==> src/rtl/siacmd_pkg.sv <==
// Shared constants, FSM state types and the TX request payload for the siacmd parser.
package siacmd_pkg;
  localparam int unsigned WORK_W    = 640;
  localparam int unsigned TARGET_W  = 64;
  localparam int unsigned WORK_LEN  = (WORK_W + TARGET_W) / 8;
  localparam int unsigned NONCE_LEN = 4;
  // Assembly buffer omits the final payload byte, which is taken straight from rx_data.
  localparam int unsigned ASM_W     = WORK_W + TARGET_W - 8;

  localparam logic [7:0] HDR_RX   = 8'hAA;
  localparam logic [7:0] HDR_TX   = 8'h55;
  localparam logic [7:0] CMD_WORK = 8'h00;
  localparam logic [7:0] CMD_LOOP = 8'h01;

  typedef enum logic [1:0] {R_IDLE, R_CMD, R_LEN, R_DATA} rx_state_e;
  typedef enum logic [2:0] {T_IDLE, T_HDR, T_CMD, T_LEN, T_DATA} tx_state_e;

  typedef struct packed {
    logic [7:0]  cmd;
    logic [7:0]  len;
    logic [31:0] payload;
  } tx_req_t;
endpackage

==> src/rtl/siacmd_tx_framer.sv <==
// Serialises one reply frame (0x55, cmd, len, payload LSB byte first) over the UART handshake.
module siacmd_tx_framer
  import siacmd_pkg::*;
(
  input  logic       clk,
  input  logic       rst,
  input  logic       req_i,
  input  tx_req_t    req_data_i,
  input  logic       tx_busy_i,
  output logic       ack_c_o,
  output logic       done_c_o,
  output logic [7:0] tx_data_o,
  output logic       new_tx_data_o,
  output logic       tx_last_byte_o
);
  tx_state_e  state_q, state_d;
  tx_req_t    frame_q;
  logic [1:0] idx_q;
  logic [7:0] tx_data_q;
  logic       new_tx_data_q, tx_last_q;
  logic       send_c, last_c;
  logic [7:0] byte_c;

  always_ff @(posedge clk or posedge rst) begin
    if (rst) state_q <= T_IDLE;
    else     state_q <= state_d;
  end

  always_comb begin
    state_d = state_q;
    case (state_q)
      T_IDLE:  if (req_i) state_d = T_HDR;
      T_HDR:   if (send_c) state_d = T_CMD;
      T_CMD:   if (send_c) state_d = T_LEN;
      T_LEN:   if (send_c) state_d = T_DATA;
      T_DATA:  if (send_c && last_c) state_d = T_IDLE;
      default: state_d = T_IDLE;
    endcase
  end

  // A byte may go out only when the UART is free and the previous cycle carried no strobe.
  always_comb begin
    send_c   = (state_q != T_IDLE) && !tx_busy_i && !new_tx_data_q;
    last_c   = (state_q == T_DATA) && ({6'd0, idx_q} == frame_q.len - 8'd1);
    ack_c_o  = (state_q == T_IDLE) && req_i;
    done_c_o = send_c && last_c;
    byte_c   = 8'h00;
    case (state_q)
      T_HDR:   byte_c = HDR_TX;
      T_CMD:   byte_c = frame_q.cmd;
      T_LEN:   byte_c = frame_q.len;
      T_DATA:  byte_c = frame_q.payload[{idx_q, 3'b000} +: 8];
      default: byte_c = 8'h00;
    endcase
  end

  always_ff @(posedge clk or posedge rst) begin
    if (rst) begin
      frame_q       <= '0;
      idx_q         <= 2'd0;
      tx_data_q     <= 8'h00;
      new_tx_data_q <= 1'b0;
      tx_last_q     <= 1'b0;
    end else begin
      if (ack_c_o) begin
        frame_q <= req_data_i;
        idx_q   <= 2'd0;
      end
      if (send_c && state_q == T_DATA) idx_q <= idx_q + 2'd1;
      if (send_c) tx_data_q <= byte_c;
      new_tx_data_q <= send_c;
      tx_last_q     <= done_c_o;
    end
  end

  assign tx_data_o      = tx_data_q;
  assign new_tx_data_o  = new_tx_data_q;
  assign tx_last_byte_o = tx_last_q;
endmodule

==> config.mk <==
export PLATFORM = sky130hd
export DESIGN_NAME = siacmd_tx_framer
export DESIGN_NICKNAME = d
export VERILOG_FILES = /design/src/rtl/siacmd_pkg.sv /design/src/rtl/siacmd_tx_framer.sv
export SDC_FILE = /design/constraint.sdc
export NUM_CORES = 1
export LEC_CHECK = 0
export CAP_MARGIN = 20
export CELL_PAD_IN_SITES_DETAIL_PLACEMENT = 1
export CELL_PAD_IN_SITES_GLOBAL_PLACEMENT = 1
export CORE_MARGIN = 4
export CORE_UTILIZATION = 40
export DETAILED_ROUTE_END_ITERATION = 10
export PLACE_DENSITY_LB_ADDON = 0.1
export SLEW_MARGIN = 30
export SYNTH_ARGS = -nofsm -noshare
export SYNTH_HDL_FRONTEND = slang
export SYNTH_SLANG_ARGS = --single-unit
==> constraint.sdc <==
create_clock -name clk -period 2.86 [get_ports clk]
set_clock_uncertainty 0.05 [all_clocks]
set_input_delay 0.572 -clock clk [delete_from_list [all_inputs] [get_ports clk]]
set_output_delay 0.572 -clock clk [all_outputs]
set_load 0.02 [all_outputs]
Word level (Yosys, flattened, before mapping)
Cells that the tools add are included.
Widths: inputs -> output; s select.

cells by class
  $add $sub $neg = 2
  multiplexer cells = 9
  shift-type cells = 1
  reduce and logical (&&, ||, !) cells = 12
  eq/ne operators = 10

operators by type and width
  kind                 number
  $pmux 8 s4           1
  $shiftx 32x6->8      1
  $mux 3               5
  $pmux 3 s5           1
  $ne 2x2->1 const B   5
  $eq 2x8->1           1
  $sub 8x1->8 const B  1
  $eq 3x2->1 const B   2
  $logic_and 1x1->1    6
  $reduce_and 5->1     1
  $mux 2               2
  $eq 3x1->1 const B   1
  $eq 3x3->1 const B   1
  $logic_not 3->1      1
  $reduce_bool 3->1    1
  $add 2x1->2 const B  1
  $logic_not 1->1      2
  $reduce_bool 2->1    1

word-level totals
  bits in registers = 63
  output and inout bits = 12
  input bits = 52
  logic and storage cells = 42

Longest topological paths before layout
Gate-level depths: netlist (run 1).

  depth in word-level cells = 6
  gate-level depth with buffers = 6

Least setup slack after synthesis (run 1)
No wires, ideal clock.

  path type = reg2out
  from = register frame_q[32] (netlist bit)
  to = output port done_c_o
  data required time = 2238 ps
  cell stages (with the launch flop) = 6
  arrival time = 1695 ps
  buffers on the path = 0
  slack = 543 ps
  path through = dfrtp_1 inv_1 ha_1 xor2_1 nand2_1 nor4_1

on the way
  word-level cells in the longest chain between the ends = 4

ends and longest elaborated chain
  what                      line                    text
  start: declaration        siacmd_tx_framer.sv:17  tx_req_t frame_q;
  start signal: assignment  siacmd_tx_framer.sv:66  frame_q <= req_data_i;
  $sub 8x1->8               siacmd_tx_framer.sv:44  last_c = (state_q == T_DATA) && ({6'd0, idx_q} == frame_q.len - 8'd1);
  $eq 2x8->1                siacmd_tx_framer.sv:44
  $logic_and 1x1->1         siacmd_tx_framer.sv:44
  $logic_and 1x1->1         siacmd_tx_framer.sv:46  done_c_o = send_c && last_c;
  end: declaration          siacmd_tx_framer.sv:11  output logic done_c_o,

No other way between the ends.

Final worst setup path (run 1)
Ends and elaborated chain as after synthesis.

==> results of run 1 <==
-- what timing repair did --
item                                    in CTS  in global routing
endpoints found under the setup margin       1                  1
gates resized for setup                      1                  2
hold buffers                                 0                  0
-- worst min path at each step --
stage | startpoint | endpoint | slack [ns] | cells past startpoint
6_report | rst | new_tx_data_o | 0.44 | 2
5_1_grt | rst | new_tx_data_o | 0.44 | 2
4_1_cts | rst | new_tx_data_o | 0.43 | 2
3_5_place_dp | frame_q[47] | frame_q[47] | 0.44 | 1
3_3_place_gp | frame_q[28] | frame_q[28] | 0.41 | 1
2_1_floorplan | frame_q[28] | frame_q[28] | 0.40 | 1
-- cells in the final DEF, fill, tap and decap left out, drive strengths merged, types with 2 or more instances in the layout --
| master | n |
|---|---|
| clkdlybuf4s50 | 62 |
| o211ai | 4 |
| or3 | 2 |
| nor3 | 5 |
| mux4 | 8 |
| inv | 4 |
| nand2 | 16 |
| xor2 | 3 |
| clkinv | 3 |
| clkinvlp | 2 |
| mux2i | 5 |
| clkbuf | 10 |
| a221o | 4 |
| nor2 | 11 |
| buf | 10 |
| a21oi | 5 |
| mux2 | 47 |
| dfrtp | 63 |
| o21ai | 5 |
-- state kept, by name, summed over array words and instances (netlist names) --
name	count
frame_q	48
idx_q	2
new_tx_data_o	1
state_q	3
tx_data_o	8
tx_last_byte_o	1
-- layout make-up --
class / count / area, µm² / share of cell area [%]
clock buffer: 10 / 128 / 3.35
clock inverter: 6 / 71.3 / 1.87
inverter: 4 / 15.0 / 0.394
multi-input combinational: 128 / 1180 / 31.0
sequential: 63 / 1580 / 41.4
tap: 96 / 120 / 3.15
timing repair buffer: 73 / 717 / 18.8
-- power groups by stage --
stage	logic, µW	registers, µW	clock network (µW)
global placement	1120	1510	0
finish	1130	1510	762
floorplan	765	1500	0
detailed placement	1150	1530	0
global route	1240	1560	837
CTS	1150	1520	793
-- routing by layer --
metal	global-route usage [%]	vias to the layer above	part of all wire, %
li1	-	899	-
met1	19.9	986	44
met2	27.7	43	51
met3	5.69	5	4.9
met4	4.95	0	0.49
met5	0	-	0
-- cell families (layout without fill, tap and decap cells) --
logic type | Yosys count | count (layout) | synth area share (%)
buf+inv | 15 | 93 | 3.08
fa+ha+maj | 1 | 1 | 0.440
compound gates | 21 | 21 | 5.02
simple gates | 43 | 43 | 7.44
xor+xnor | 3 | 3 | 0.924
mux | 60 | 60 | 27.6
flops | 63 | 63 | 55.5
-- through the flow --
step / std cells / worst slack [ns] / TNS [ns]
floorplan: 206 / 0.543 / 0
global placement: 364 / 0.00103 / 0
detailed placement: 364 / -0.00963 / -0.00963
CTS: 380 / 0.112 / 0
global route: 380 / 0.00647 / 0
finish: 380 / 0.152 / 0
==> summary.txt, run 1 <==
Critical path
  • Worst path slowest cell: dfrtp_1
  • R2r setup slk: 0.70 ns
  • R2r endpoint: frame_q[5]
  • WP data arrival: about 2.1 ns
  • Setup Crit Path Kind: reg2out
  • Stages on worst setup path: 6
  • Crit start category: flop
  • Worst R2R Path Depth: 5
  • Critical path required time: 2.24 ns
  • Worst setup path end: done_c_o
  • Crit-path leading delay family: buffers and inverters
  • CP endpoint kind: primary output
  • CP Buf/Inv Count: 2
  • Max stage delay on crit path: 0.42 ns
  • Crit path max fanout: 5
  • FF-to-FF Start: state_q[0]
  • CP Cell Sequence: inv_1, ha_1, xor2_1, nand2_1, nor4_1, dlygate4sd1_1
  • Worst Setup SP: frame_q[32]

Run status
  • Status: finished, final reports clean

Floorplanning
  • Die area: 8520 µm²
  • Core Box Area: 6830 µm²
  • Num rows: 30
  • Die Height: 92.3 µm
  • Initial Utilization: 41.6%
  • Die Wd: between 90 and 100 µm
  • # IOs: 64

Clock network
  • Post-CTS setup buffers: 0
  • Clock Path Buffers: 2
  • TritonCTS buffer count: 9
  • Clock root buffer master: clkbuf_8
  • Clock Sinks: 63
  • Clock slew at reported path FFs: 0.07 ns
  • Clock Latency Late Sink: 0.34 ns
  • CTS tree: done
  • CTS H-tree lvls: 3

Route
  • Drt pass-1 iters: 4
  • DR WL/cell: 16.8 µm
  • Final wirelength: 6.39 mm
  • 1st-iter DRT viols: 64
  • DRC: 0
  • Drt via density: 5.09
  • DR vias: 1,933
  • Antenna viol nets, final: 0

Power and ir drop
  • Leak Pwr: 0.00163 µW
  • Clock share of power: 22.4%
  • Sw Ratio: 30.3%
  • Total power: roughly 3400 µW
  • Power per cell area: a little under 900 nW/µm²
  • Net Switching: 1030 µW
  • Combinational group share of total power: between 30% and 40%
  • Sequential share of power: about 44%
  • Worst VDD drop: 0.339 mV
  • Internal power: 2370 µW

Timing
  • Highest clock rate: 0.369 GHz
  • Setup-failing EPs final: 0
  • Relative max-transition margin: between 50 and 60%
  • Worst-Margin Slew: 0.663 ns
  • Hold slack: 0.438 ns
  • Final worst-path cycle share: 94.7%
  • Post-layout min period: 2.71 ns
  • Final hold vios: 0
  • Unrepaired setup endpoints after global routing: no
  • Max-slew violations: 0

Synthesis
  • Syn. warnings: 0
  • Sequential area share after synthesis: 55.5%
  • Syn_area_per_cell: 13.8 µm²
  • Syn Inst Count: just over 200
  • Net count after synthesis: 259
  • Largest area contributor in the netlist: dfrtp_1
  • Post-synth top cells: 63 x dfrtp_1, 39 x mux2_2, 16 x nand2_1
  • Synthesis-stage register bit count: 63
  • Synth cell types: 35
  • Synth area leaders: dfrtp_1 55%, mux2_2 15%, mux4_1 6.5%, mux2_1 3.2%, nand2_1 2.1%
  • Cell Area, Synth: 2840 µm²
  • Share of the synthesized area in the top cell type: between 50% and 60%
  • Cell with the most instances after synthesis: dfrtp_1
  • Number of flops mapped to enable cells by yosys: 0
  • Fraction of registers with async set/reset: 100%
  • Predominant post-synthesis flop cell: dfrtp_1

Global route
  • Global-route total usage across every layer: between 10% and 20%
  • Largest net degree at the start of global routing: 53
  • Antenna violations before repair: 0
  • Global route overflow: 0
  • First-pass GRT wire length: approximately 11 mm
  • Vias in the first global route: approximately 2,100

Placement
  • Placed cell areas: about 3600 µm²
  • Detailed Place HPWL: ~4.6 mm
  • Buffers on Ports: 63
  • Placer Congestion: 0.795

Layout
  • P&R area growth vs syn: 33.9%
  • Net count, final: between 300 and 400
  • Fillers: approximately 700
  • Diode count: 0
  • Layout cells sized above 1: roughly a quarter
  • Cell area after layout: 3810 µm²
  • Layout Utilization: 55.7%

Job
  • Max-Cap Viols: 0

Hold path
  • Worst hold path type: in2async
No activity file was read; power rests on OpenSTA's default activity.
==> run 2: changes to the inputs <==
- ABC_CLOCK_PERIOD_IN_PS: default -> 2860
- TNS_END_PERCENT: default -> 20
==> results of run 2 <==
Final layout, timing and power as in run 1 (identical DEF).
